## src/rtl/kernel_stream_sink_if.sv

```systemverilog
// ---------------------------------------------------------------------------
// kernel_stream_sink_if
// Purpose : valid/ready stream carrying one data word per transfer from a
//           kernel output port to its consumer.
// Signals : s_data  - data word, driven by the kernel
//           s_valid - kernel has a word on s_data (kernel ovalid)
//           s_ready - consumer can take the word (kernel oready)
// Modports: master - kernel side (drives data/valid, observes ready)
//           slave  - consumer side (observes data/valid, drives ready)
// ---------------------------------------------------------------------------
interface kernel_stream_sink_if #(
    parameter int STREAMW = 32
);
    logic [STREAMW-1:0] s_data;
    logic               s_valid;
    logic               s_ready;

    modport master (
        output s_data,
        output s_valid,
        input  s_ready
    );

    modport slave (
        input  s_data,
        input  s_valid,
        output s_ready
    );
endinterface

```

## src/rtl/kernel_stream_sink.sv

```systemverilog
// ---------------------------------------------------------------------------
// kernel_stream_sink
// Purpose : consumer end of a kernel output stream. Collects nwords results,
//           buffers them in a small skid FIFO and writes them to sequential
//           addresses of a memory write port that may stall.
// Ports   : clk       - clock
//           rst       - synchronous reset, active-high
//           start     - begin a transfer (only honoured in IDLE)
//           nwords    - number of words to collect, latched on start
//           s_stream  - stream slave port (s_data, s_valid, s_ready)
//           wr_en     - memory write strobe (output register holds a word)
//           wr_addr   - memory write address
//           wr_data   - memory write data
//           wr_stall  - memory not accepting; wr_* held stable while high
//           busy      - transfer in progress (RUN or DRAIN)
//           done      - one-cycle pulse at the end of a transfer
//           checksum  - running sum of accepted words
// Options : KSINK_CHECKSUM_EN - when defined, checksum accumulates every
//           accepted word (mod 2^STREAMW) and clears on start; otherwise
//           checksum is tied to zero.
// ---------------------------------------------------------------------------
module kernel_stream_sink #(
    parameter int STREAMW    = 32,
    parameter int ADDRW      = 16,
    parameter int FIFO_DEPTH = 4,
    parameter int BASE_ADDR  = 0
) (
    input  logic                 clk,
    input  logic                 rst,
    input  logic                 start,
    input  logic [ADDRW-1:0]     nwords,
    kernel_stream_sink_if.slave  s_stream,
    output logic                 wr_en,
    output logic [ADDRW-1:0]     wr_addr,
    output logic [STREAMW-1:0]   wr_data,
    input  logic                 wr_stall,
    output logic                 busy,
    output logic                 done,
    output logic [STREAMW-1:0]   checksum
);

    localparam int               PTRW = $clog2(FIFO_DEPTH);
    localparam logic [ADDRW-1:0] BASE = ADDRW'(BASE_ADDR);
    localparam logic [PTRW:0]    FULL_COUNT = (PTRW+1)'(FIFO_DEPTH);

    typedef enum logic [1:0] {
        IDLE,
        RUN,
        DRAIN,
        DONE
    } state_t;

    state_t             state;
    state_t             state_next;

    logic [ADDRW-1:0]   nwords_q;
    logic [ADDRW-1:0]   accepted;

    logic [STREAMW-1:0] fifo_mem [FIFO_DEPTH];
    logic [PTRW-1:0]    rd_ptr;
    logic [PTRW-1:0]    wr_ptr;
    logic [PTRW:0]      fifo_count;

    logic               fifo_full;
    logic               fifo_empty;
    logic               start_ok;
    logic               push;
    logic               pop;
    logic               load_out;
    logic               write_done;

    // Handshake and datapath qualifiers. s_ready is built only from
    // registered state so the kernel never sees a valid->ready loop; the
    // FIFO deasserts ready on full even if a pop is happening that cycle.
    // The output register refills whenever it is empty or its word is
    // leaving this cycle, which gives one word per cycle when not stalled.
    assign fifo_full         = (fifo_count == FULL_COUNT);
    assign fifo_empty        = (fifo_count == '0);
    assign start_ok          = (state == IDLE) && start;
    assign s_stream.s_ready  = (state == RUN) && !fifo_full && (accepted < nwords_q);
    assign push              = s_stream.s_valid && s_stream.s_ready;
    assign write_done        = wr_en && !wr_stall;
    assign load_out          = !wr_en || !wr_stall;
    assign pop               = load_out && !fifo_empty;
    assign busy              = (state == RUN) || (state == DRAIN);
    assign done              = (state == DONE);

    // State register for the transfer sequencer.
    always_ff @(posedge clk) begin
        if (rst) begin
            state <= IDLE;
        end else begin
            state <= state_next;
        end
    end

    // Next-state logic. A zero-length request goes straight to DONE so the
    // requester still gets its completion pulse. DRAIN waits until both the
    // FIFO and the output register have emptied into memory.
    always_comb begin
        state_next = state;
        case (state)
            IDLE: begin
                if (start) begin
                    state_next = (nwords == '0) ? DONE : RUN;
                end
            end
            RUN: begin
                if (accepted == nwords_q) begin
                    state_next = DRAIN;
                end
            end
            DRAIN: begin
                if (fifo_empty && !wr_en) begin
                    state_next = DONE;
                end
            end
            DONE: begin
                state_next = IDLE;
            end
            default: begin
                state_next = IDLE;
            end
        endcase
    end

    // Request length and accepted-word counter; both restart on start.
    always_ff @(posedge clk) begin
        if (rst) begin
            nwords_q <= '0;
            accepted <= '0;
        end else if (start_ok) begin
            nwords_q <= nwords;
            accepted <= '0;
        end else if (push) begin
            accepted <= accepted + ADDRW'(1);
        end
    end

    // Skid FIFO pointers and occupancy. Depth is a power of two so the
    // pointers wrap on their own; reset flushes any partial transfer.
    always_ff @(posedge clk) begin
        if (rst) begin
            wr_ptr     <= '0;
            rd_ptr     <= '0;
            fifo_count <= '0;
        end else begin
            if (push) begin
                wr_ptr <= wr_ptr + PTRW'(1);
            end
            if (pop) begin
                rd_ptr <= rd_ptr + PTRW'(1);
            end
            case ({push, pop})
                2'b10:   fifo_count <= fifo_count + (PTRW+1)'(1);
                2'b01:   fifo_count <= fifo_count - (PTRW+1)'(1);
                default: fifo_count <= fifo_count;
            endcase
        end
    end

    // FIFO storage. Contents need no reset because occupancy is tracked
    // separately and only valid entries are ever read out.
    always_ff @(posedge clk) begin
        if (push) begin
            fifo_mem[wr_ptr] <= s_stream.s_data;
        end
    end

    // Memory-side output register. wr_en marks it as holding a word; the
    // word and address stay put while wr_stall is high. The address steps
    // after each completed write and wraps naturally at 2^ADDRW.
    always_ff @(posedge clk) begin
        if (rst) begin
            wr_en   <= 1'b0;
            wr_addr <= BASE;
            wr_data <= '0;
        end else begin
            if (start_ok) begin
                wr_addr <= BASE;
            end else if (write_done) begin
                wr_addr <= wr_addr + ADDRW'(1);
            end

            if (pop) begin
                wr_en   <= 1'b1;
                wr_data <= fifo_mem[rd_ptr];
            end else if (write_done) begin
                wr_en   <= 1'b0;
            end
        end
    end

`ifdef KSINK_CHECKSUM_EN
    logic [STREAMW-1:0] checksum_q;

    // Running sum of accepted words. Nothing is accepted outside RUN, so
    // the value holds from the DONE cycle until the next start clears it.
    always_ff @(posedge clk) begin
        if (rst) begin
            checksum_q <= '0;
        end else if (start_ok) begin
            checksum_q <= '0;
        end else if (push) begin
            checksum_q <= checksum_q + s_stream.s_data;
        end
    end

    assign checksum = checksum_q;
`else
    assign checksum = '0;
`endif

endmodule

```

## src/flat_wrapper.sv

```systemverilog
// flat-port wrapper written by rule: the top's interface ports become plain ports
module kernel_stream_sink_flat 
#(
    parameter int STREAMW    = 32,
    parameter int ADDRW      = 16,
    parameter int FIFO_DEPTH = 4,
    parameter int BASE_ADDR  = 0
)
  (clk, rst, start, nwords, wr_en, wr_addr, wr_data, wr_stall, busy, done, checksum, s_stream_s_data, s_stream_s_valid, s_stream_s_ready);
  kernel_stream_sink_if #(.STREAMW(STREAMW)) s_stream_i ();
  input  logic clk;
  input  logic rst;
  input  logic start;
  input  logic [ADDRW-1:0] nwords;
  output logic wr_en;
  output logic [ADDRW-1:0] wr_addr;
  output logic [STREAMW-1:0] wr_data;
  input  logic wr_stall;
  output logic busy;
  output logic done;
  output logic [STREAMW-1:0] checksum;
  input wire logic [$bits(s_stream_i.s_data)-1:0] s_stream_s_data;
  input wire logic [$bits(s_stream_i.s_valid)-1:0] s_stream_s_valid;
  output wire logic [$bits(s_stream_i.s_ready)-1:0] s_stream_s_ready;
  assign s_stream_i.s_data = s_stream_s_data;
  assign s_stream_i.s_valid = s_stream_s_valid;
  assign s_stream_s_ready = s_stream_i.s_ready;
  kernel_stream_sink #(.STREAMW(STREAMW), .ADDRW(ADDRW), .FIFO_DEPTH(FIFO_DEPTH), .BASE_ADDR(BASE_ADDR)) u_core (.clk(clk), .rst(rst), .start(start), .nwords(nwords), .s_stream(s_stream_i), .wr_en(wr_en), .wr_addr(wr_addr), .wr_data(wr_data), .wr_stall(wr_stall), .busy(busy), .done(done), .checksum(checksum));
endmodule
```

## config.mk

```make
export PLATFORM = sky130hd
export DESIGN_NAME = kernel_stream_sink_flat
export DESIGN_NICKNAME = d
export VERILOG_FILES = /design/src/rtl/kernel_stream_sink_if.sv /design/src/rtl/kernel_stream_sink.sv /design/src/flat_wrapper.sv
export SDC_FILE = /design/constraint.sdc
export NUM_CORES = 1
export LEC_CHECK = 0
export ABC_CLOCK_PERIOD_IN_PS = 3700
export BUFFER_PORTS_ARGS = -buffer_cell sky130_fd_sc_hd__buf_4
export CORE_MARGIN = 2
export CORE_UTILIZATION = 57
export DETAILED_ROUTE_END_ITERATION = 8
export GPL_TIMING_DRIVEN = 1
export PLACE_DENSITY = 0.8
export SLEW_MARGIN = 20
export SYNTH_ARGS = -nofsm -noshare
export SYNTH_HDL_FRONTEND = slang
export SYNTH_SLANG_ARGS = --single-unit
```

## constraint.sdc

```tcl
create_clock -name clk -period 3.7 [get_ports clk]
set_input_delay 0.74 -clock clk [delete_from_list [all_inputs] [get_ports clk]]
set_output_delay 0.74 -clock clk [all_outputs]
set_load 0.005 [all_outputs]
```

== After elaboration in Yosys (flattened, before gate mapping) ==
Memory sizes are Yosys's and may differ from the RTL's. A register that Yosys moved wholly into a read port is not among the register bits.
Cells that the tools add are included.
Operators by class
  $add $sub $neg: 6
  div/mod/pow operators: 0
  eq/ne operators: 10
  bitwise logic cells: 0
  reduce and logical (&&, ||, !) cells: 20
  multiply operators: 0
  magnitude comparators: 1
  mux-type cells: 10
  shift operators: 0
Operators by type and width (count)
  16-bit by 1-bit adder with 16-bit output (second input constant): 2
  16-bit equality test: 1
  16-bit logical NOT: 1
  16-bit < comparator: 1
  2-bit 2-to-1 mux: 4
  2-bit case mux with 4 select lines: 1
  1-bit logical AND: 7
  2-bit equality test (second input constant): 3
  2-bit != test (second input constant): 3
  3-bit case mux with 2 select lines: 1
  2-bit by 1-bit adder with 2-bit output (second input constant): 2
  2-bit by 1-bit equality test with 1-bit output (second input constant): 2
  1-bit logical NOT: 4
  1-bit 2-to-1 mux: 4
  2-bit nonzero test: 2
  3-bit by 1-bit adder with 3-bit output (second input constant): 1
  3-bit equality test (second input constant): 1
  3-bit logical NOT: 1
  3-bit AND reduction: 1
  3-bit by 1-bit subtractor with 3-bit output (second input constant): 1
  2-bit logical NOT: 1
  1-bit logical OR: 2
  2-bit OR reduction: 1
Word-level totals
  register bits: 58
  RAM bits: 128
  logic and storage cells: 56
  bits of input ports: 53
  memories kept: 1
  bits in read-only memories: 0
  latch bits: 0
  output and inout port bits: 84
Memories
  u_core.fifo_mem: words 4, bits a word 32, read ports 1, clocked after memory_dff 1, write ports 1, RTL line kernel_stream_sink.sv:59  | logic [STREAMW-1:0] fifo_mem [FIFO_DEPTH];

== Logic depth before layout (Yosys ltp) ==
Gate-level depths: netlist of run 1.
  depth after elaboration: 7
  depth in mapped cells: 15
  gate-level depth less buffers: 13

== Least setup slack after synthesis of run 1 ==
OpenSTA, ideal clock, no wires.
  path type: register to register
  start: register u_core.nwords_q[13]
  end: memory u_core.fifo_mem[0][0] (enable)
  cell stages (with the launch flop): 10
  data arrival time: 2.493 ns
  required time: 3.308 ns
  path slack: 0.815 ns
  path buffers: 2
  clock period less this slack: 2.885 ns
  library setup time: 0.392 ns
  cells stage by stage: dfxtp_1 inv_1 ha_1 a21oi_1 o2111ai_2 a211o_1 buf_6 buf_12 nor3_2 and2_1
On the way
  cells in the longest elaborated chain, start to end: 5
Ends and longest elaborated chain
  start: declaration: RTL line kernel_stream_sink.sv:56  | logic [ADDRW-1:0] nwords_q;
  start signal: assignment: RTL line kernel_stream_sink.sv:133  | nwords_q <= nwords;
  16-bit < comparator: RTL line kernel_stream_sink.sv:80  | assign s_stream.s_ready = (state == RUN) && !fifo_full && (accepted < nwords_q);
  1-bit logical AND: RTL line kernel_stream_sink.sv:80
  1-bit logical AND: RTL line kernel_stream_sink.sv:81  | assign push = s_stream.s_valid && s_stream.s_ready;
  1-bit 2-to-1 mux: RTL line kernel_stream_sink.sv:165  | if (push) begin
  1-bit 2-to-1 mux (implied by the code): RTL line kernel_stream_sink.sv:166  | fifo_mem[wr_ptr] <= s_stream.s_data;
  end: declaration: RTL line kernel_stream_sink.sv:59
No other way between the ends.

== Final worst setup path of run 1 ==
  start: register u_core.accepted[1]
  end: output s_stream_s_ready
On the way
  cells in the longest elaborated chain, start to end: 2
Ends and longest elaborated chain
  start: declaration: RTL line kernel_stream_sink.sv:57  | logic [ADDRW-1:0] accepted;
  start signal: assignment: RTL line kernel_stream_sink.sv:136  | accepted <= accepted + ADDRW'(1);
  16-bit < comparator: RTL line kernel_stream_sink.sv:80
  1-bit logical AND: RTL line kernel_stream_sink.sv:80
  end: declaration: RTL line flat_wrapper.sv:24  | output wire logic [$bits(s_stream_i.s_ready)-1:0] s_stream_s_ready;
No other way between the ends.

==> flow_metrics.tcl, run 1 <==
set metrics [dict create \
    status "finished clean" \
    critical_path_required_ns 2.96 \
    synth_area_leaders "edfxtp_1, dfxtp_1, mux4_2" \
    slowest_stage "o21ai_1" \
    synth_edf_count 128 \
    rows 46 \
    slew_violations 0 \
    drtPass1Iterations 5 \
    avgSynthCellArea_um2 12.5 \
    hold_path.class "in2reg" \
    max_cap_viol_count 0 \
    totalWireLength_um 20200 \
    design.core.area_um2 15900 \
    cts-root-buf "clkbuf_16" \
    synth_top_area_share 0.414 \
    synth_seq_cells 218 \
    ir_drop_uv 648 \
    synth_cells 742 \
    drtIter0Drc 359 \
    min_period_ns 3.17 \
    nFillCells 1132 \
    die_y_um 132 \
    gr-total-overflow 0 \
    dieArea_um2 17300 \
    synth_ff_type "edfxtp_1" \
    ys_top_cells_by_count "edfxtp_1, nand2_1, dfxtp_1" \
    start_util 0.584 \
    num_antenna_cells 0 \
    viasPerCell 5.60 \
    fin_skew_ns 0.0293 \
    crit_chain "ha_1 -> nor2b_1 -> o211a_1 -> o21ai_1 -> and3_1 -> buf_4" \
    antenna_found_initial 0 \
    io_buffer_count 104 \
    utilization 0.687 \
    nets 926 \
    grt_pass1_vias 6128 \
    cts_sinks 218 \
    rsz0062_at_grt "false" \
    startpoint_type "flip-flop" \
    cts_resized 0 \
    synth.yosys.warnings 0 \
    hpwl_um 12600 \
    finalSetupTns_ns 0 \
    wl_per_cell_um 18.7 \
    p_leak_nw 3.95 \
    vias 6029 \
    setup_ws_ns 0.530 \
    area_growth_pct 17.7 \
    worstSkewPairLatency_ns 0.53 \
    num_io_pins 137 \
    multi_input_area_um2 3230 \
    fmax_ghz 0.315 \
    grt_pass1_wl_um 32200 \
    synth_seq_area_share 0.608 \
    clk_path_buf_depth 3 \
    cts_tree "yes" \
    hold_buffers 0 \
    hold_violations 0 \
    path_max_fanout 7 \
    ys_async_sr_fraction 0 \
    place_ws_ns 0.696 \
    grt_use_total 0.233 \
    post_cts_buffers 0 \
    slowest_delay_ns 0.45 \
    setup_viol 0 \
    die_w_um 132 \
    critPathArrivalTime_ns 2.43 \
    critical_path.endpoint_type "output pin" \
    drc 0 \
    h-tree-depth 1 \
    synth_area_um2 9280 \
    synth.most_common_cell "edfxtp_1" \
    period_share 0.857 \
    finalWeightedCongestion 0.867 \
    timing.slew.headroom 0.410 \
    regArea_um2 5650 \
    grt_max_degree 75 \
    power_density_nw_per_um2 668 \
    yosys.area.top_type "edfxtp_1" \
    synth_cell_type_count 47 \
    antenna_left 0 \
    worst_pin_slew_ns 0.885 \
    critPathKind "reg2out" \
    numCtsBuffers 23 \
    clkSlewWorstSetupHoldPaths_ns 0.07 \
    layout-drive-gt1-share 0.228 \
]
[area by class of cell]
class                           instances  share of cell area
Sequential cell                       218               0.517
Multi-Input combinational cell        457               0.295
Timing Repair Buffer                  114              0.0784
Clock buffer                           27              0.0559
Tap cell                              216              0.0247
Clock inverter                         15              0.0180
Inverter                               30              0.0103
[kinds of logic (layout without fill, tap and decap cells)]
kind of cell               Yosys count  count (layout)  share of synthesized area
other                                1              32                   0.000404
adders and majority gates           29              29                     0.0399
buffers and inverters               98             186                     0.0570
AOI/OAI and AO/OA                   90              90                     0.0535
and+or+nand+nor                    245             245                      0.134
xor gates and xnor gates            14              14                     0.0132
DFF                                218             218                      0.608
muxes                               47              47                     0.0938
[stage by stage]
stage	total power, mW	hold slack (ns)	instance area, µm²	std cells
3_3_place_gp	4.80	0.444	10100	1035
4_1_cts	7.35	0.399	10900	1077
3_5_place_dp	4.89	0.448	10100	1035
2_1_floorplan	4.24	0.436	9400	773
5_1_grt	7.63	0.400	10900	1077
6_report	7.30	0.410	10900	1077
[registers in the layout, summed over array words and instances, names as in the netlist]
signal / count
u_core.wr_en: 1
u_core.fifo_count: 3
u_core.fifo_mem: 128
u_core.state: 2
u_core.wr_addr: 16
u_core.wr_ptr: 2
u_core.nwords_q: 16
u_core.rd_ptr: 2
u_core.accepted: 16
u_core.wr_data: 32
[report_power, final]
group	switching, mW	leakage (nW)	total, mW	internal [mW]
Clock	0.957	0.399	2.43	1.47
Sequential	0.212	1.89	3.08	2.87
Combinational	1.01	1.67	1.79	0.786
Total	2.17	3.95	7.30	5.12
[layer usage]
layer  vias to the layer above  GRT usage  share of wire
met4                         0     0.0580          0.019
met5                         -          0              0
li1                       2822          -              -
met3                        32     0.0448          0.063
met2                       214      0.419           0.53
met1                      2961      0.290           0.39
[path summary, 6_finish.rpt]
path	start	slack, ns	cells after the start	end
worst max-delay path	u_core.accepted[1]	0.53	6	s_stream_s_ready
worst min-delay path	s_stream_s_data[26]	0.41	1	u_core.fifo_mem[1][26]
worst max register to register	u_core.nwords_q[11]	0.63	14	u_core.fifo_count[2]
worst min register to register	u_core.nwords_q[10]	0.46	2	u_core.nwords_q[10]
[layout by cell type, fill, tap and decap left out, types with 20 or more instances in the layout]
cell type  count
nand2_1      126
or3_1         20
mux4_2        32
inv_1         29
ha_1          28
buf_4        114
nor2_1        20
conb_1        32
edfxtp_1     128
clkbuf_16     23
a21oi_1       68
dfxtp_1       88
[critical path, delay by kind of cell, from the launching register on]
kind            cells  cell delay, ns
fa+ha+maj           1            0.28
buf+inv             1            0.12
flops               1            0.42
compound gates      2            0.68
simple gates        2            0.42
No activity file was read; power rests on OpenSTA's default activity.
==> run 2: changes to the inputs <==
Settings changed: CORE_MARGIN 2 to 3.
==> run 2 against run 1 <==
Cell count hardly changed; non-clock buffer count is 1 higher; wire length is 3.3% lower; critical endpoint unchanged; highest routed layer unchanged.
==> flow_metrics.tcl, run 2 (synthesis results as in run 1) <==
set metrics [dict create \
    die_w_um 134 \
    final_cell_mix "edfxtp_1, nand2_1, buf_4" \
    grt_use_total 0.217 \
    hold_path.class "in2reg" \
    dieArea_um2 17800 \
    start_util 0.584 \
    critPathKind "reg2out" \
    finalWeightedCongestion 0.857 \
    clkSlewWorstSetupHoldPaths_ns 0.06 \
    io_buffer_count 104 \
    critical_path_required_ns 2.96 \
    critPathArrivalTime_ns 2.36 \
    fmax_ghz 0.323 \
    rsz0062_at_grt "false" \
    dpl_cell_area_um2 10100 \
    gr-total-overflow 0 \
    power_density_nw_per_um2 640 \
    post_cts_buffers 0 \
    multi_input_area_um2 3230 \
    nFillCells 1116 \
    h-tree-depth 1 \
    cts_tree "yes" \
    layout-drive-gt1-share 0.219 \
    grt_max_degree 75 \
    hold_violations 0 \
    use_met1 0.277 \
    fin_skew_ns 0.0180 \
    final_cells 1078 \
    num_io_pins 137 \
    viasPerCell 5.59 \
    cts_resized 0 \
    grt_pass1_vias 6060 \
    num_antenna_cells 0 \
    dp_cells 1036 \
    die_y_um 134 \
    final_common_cell "edfxtp_1" \
    startpoint_type "flip-flop" \
    wl_per_cell_um 18.1 \
    worstSkewPairLatency_ns 0.51 \
    antenna_left 0 \
    area_growth_pct 16.4 \
    timing.slew.headroom 0.313 \
    hold_buffers 0 \
    regArea_um2 5650 \
    met2_usage 0.381 \
    grt_pass1_wl_um 31100 \
    period_share 0.837 \
    rows 46 \
    fin_area_um2 10800 \
    holdPathStages 1 \
    drtIter0Drc 319 \
    nets 927 \
    critical_path.endpoint_type "output pin" \
    design.core.area_um2 15900 \
    slew_violations 0 \
    grt.busiest_layer "met2" \
    min_period_ns 3.10 \
    finalPower_mw 6.91 \
    numCtsBuffers 23 \
    totalWireLength_um 19500 \
    clk_path_buf_depth 3 \
    use_met3 0.0449 \
    max_cap_viol_count 0 \
    finalSetupTns_ns 0 \
    setup_viol 0 \
    drc 0 \
    cts-root-buf "clkbuf_16" \
    antenna_found_initial 0 \
    largest_registers "u_core.fifo_mem x128, u_core.wr_data x32" \
    hpwl_um 12800 \
    vias 6023 \
    ir_drop_uv 562 \
    largest_register_ffs 128 \
    drtPass1Iterations 5 \
    regMostFlops "u_core.fifo_mem" \
    path_max_fanout 7 \
    p_leak_nw 3.89 \
    cts_sinks 218 \
    status "finished clean" \
    reg2reg_depth 13 \
    worst_pin_slew_ns 1.03 \
]
run 2: cell types whose count changed in the layout (fill, tap and decap cells not counted), sizes merged:
cell    delta
bufinv     -4
clkbuf     +7
buf        +1
clkinv     -3
run 2: through the flow:
stage                     setup WS, ns   util  hold WS (ns)
final                            0.603  0.680         0.424
after global routing             0.433  0.680         0.410
after CTS                        0.629  0.680         0.405
after detailed placement         0.891  0.637         0.450
after global placement            1.01  0.637         0.445
after floorplan                  0.815      -         0.436
run 2: final cells by class:
cell class,instances,share of cell area
inverter,30,0.0104
sequential,218,0.523
timing repair buffer,115,0.0800
clock buffer,34,0.0581
multi-input combinational,457,0.299
tap,216,0.0250
clock inverter,8,0.00463
run 2: routing by layer:
layer  routed length (µm)  share of wire  vias up
met2                10200           0.52      189
li1                     -              -     2833
met3                 1190          0.061       28
met1                 7780           0.40     2973
met5                    0              0        -
met4                  364          0.019        0
run 2: final timing paths:
check | startpoint | end | slack [ns]
setup / recovery | u_core.accepted[1] | s_stream_s_ready | 0.60
setup reg to reg | u_core.nwords_q[13] | u_core.fifo_count[2] | 0.85
hold reg to reg | u_core.nwords_q[7] | u_core.nwords_q[7] | 0.46
hold / removal | s_stream_s_data[21] | u_core.fifo_mem[3][21] | 0.42
run 2: critical path: stages, from the launching register on:
cell,delay [ns]
dfxtp_1,0.41
ha_1,0.28
nor2b_1,0.14
o211a_1,0.21
o21ai_1,0.40
and3_1,0.28
buf_4,0.12
run 2: power by group:
part | internal, mW | switching, mW | leakage (nW) | total (mW)
logic | 0.783 | 0.945 | 1.67 | 1.73
clock network | 1.18 | 0.889 | 0.330 | 2.07
registers | 2.87 | 0.247 | 1.89 | 3.11
total | 4.83 | 2.08 | 3.89 | 6.91
==> run 3: changes to the inputs <==
Settings changed: ABC_CLOCK_PERIOD_IN_PS 3700 to 3100.
Clock period 3.7 ns to 3.1 ns, I/O delays scaled along.
==> run 3 against run 2 <==
Critical path type unchanged; sequential power increased by 19%; flip-flop and latch count unchanged; hold slack got worse by 0.12 ns; critical endpoint unchanged; highest routed layer unchanged; wire length increased by 0.75%; clock skew decreased by 0.0093 ns; setup slack got worse by 0.39 ns.
==> flow_metrics.tcl, run 3 (synthesis results as in run 1) <==
set metrics [dict create \
    critical_path.endpoint_type "output pin" \
    setup_viol 0 \
    cts_tree "yes" \
    rows 46 \
    min_period_ns 2.88 \
    fmax_ghz 0.347 \
    h-tree-depth 1 \
    gr-total-overflow 0 \
    worstSkewPairLatency_ns 0.51 \
    num_io_pins 137 \
    hold_violations 0 \
    fin_skew_ns 0.00872 \
    critical_path_required_ns 2.48 \
    path_max_fanout 7 \
    slew_violations 0 \
    slowest_delay_ns 0.37 \
    setup_ws_ns 0.215 \
    path_common_cell "nand2_1" \
    rsz0062_at_grt "false" \
    grt_use_total 0.221 \
    finalPower_mw 8.42 \
    final_cell_mix "edfxtp_1, nand2_1, buf_4" \
    nets 932 \
    wl_per_cell_um 18.1 \
    totalWireLength_um 19600 \
    cts_sinks 218 \
    die_y_um 134 \
    hold_path.class "in2reg" \
    dieArea_um2 17800 \
    ir_drop_uv 721 \
    grt_pass1_vias 6259 \
    num_antenna_cells 0 \
    largest_registers "u_core.fifo_mem x128, u_core.wr_data x32" \
    critPathKind "reg2out" \
    largest_register_ffs 128 \
    drc 0 \
    drtIter0Drc 425 \
    vias 6066 \
    antenna_left 0 \
    final_common_cell "edfxtp_1" \
    cts-root-buf "clkbuf_16" \
    layout-drive-gt1-share 0.235 \
    use_met3 0.0480 \
    area_growth_pct 17.9 \
    numCtsBuffers 23 \
    status "finished clean" \
    startpoint_type "flip-flop" \
    finalWeightedCongestion 0.860 \
    viasPerCell 5.60 \
    start_util 0.584 \
    grt.busiest_layer "met2" \
    finalSetupTns_ns 0 \
    use_met1 0.284 \
    io_buffer_count 104 \
    clk_path_buf_depth 3 \
    design.core.area_um2 15900 \
    p_leak_nw 3.96 \
    grt_pass1_wl_um 32000 \
    critPathArrivalTime_ns 2.26 \
    regMostFlops "u_core.fifo_mem" \
    met2_usage 0.387 \
    place_ws_ns 0.293 \
    period_share 0.931 \
    die_w_um 134 \
    critPathBufInv 1 \
    crit_chain "ha_1 -> nand2_1 -> o21ai_0 -> nand2_1 -> and3_1 -> buf_4" \
    slowest_stage "dfxtp_1" \
    crit_family "simple AND/OR/NAND/NOR gates" \
    grt_max_degree 57 \
    timing.slew.headroom 0.395 \
    clkSlewWorstSetupHoldPaths_ns 0.06 \
    power_density_nw_per_um2 769 \
    max_cap_viol_count 0 \
    hpwl_um 12700 \
    worst_pin_slew_ns 0.907 \
    antenna_found_initial 0 \
    drtPass1Iterations 4 \
]
run 3: final timing paths:
| check | from | end | slack, ns | cells past startpoint |
|---|---|---|---|---|
| setup / recovery | u_core.accepted[7] | s_stream_s_ready | 0.22 | 6 |
| hold / removal | s_stream_s_data[1] | u_core.fifo_mem[2][1] | 0.31 | 1 |
| setup reg to reg | u_core.nwords_q[14] | u_core.fifo_count[2] | 0.24 | 13 |
| hold reg to reg | u_core.nwords_q[3] | u_core.nwords_q[3] | 0.46 | 2 |
run 3: final cells by class:
cell class / instances / area (µm²)
well taps: 216 / 270
inverters: 30 / 113
clock buffers: 28 / 614
fillers: 1136 / 4940
multi-input cells: 457 / 3240
flip-flops and latches: 218 / 5650
clock inverters: 14 / 109
repair buffers: 120 / 951
run 3: per-layer routing:
metal  vias to the layer above  part of all wire
li1                       2843                 -
met1                      2983              0.41
met2                       205              0.51
met3                        35             0.064
met4                         0             0.021
met5                         -                 0
run 3: stage by stage:
stage / hold WS [ns] / std cells / util / instance area (µm²)
floorplan: 0.436 / 773 / - / 9400
global placement: 0.445 / 1041 / 0.643 / 10200
CTS: 0.295 / 1083 / 0.688 / 10900
detailed placement: 0.450 / 1041 / 0.643 / 10200
finish: 0.305 / 1083 / 0.689 / 10900
global route: 0.292 / 1083 / 0.689 / 10900
run 3: power breakdown:
part | internal [mW] | switching (mW)
Combinational | 0.961 | 1.17
Sequential | 3.42 | 0.274
Clock | 1.50 | 1.09
run 3: what timing repair did:
| item | in CTS | in global routing |
|---|---|---|
| resized for setup | 0 | 2 |
| hold buffers | 0 | 0 |
| buffers inserted | 0 | 0 |
| endpoints found under the setup margin | 0 | 1 |
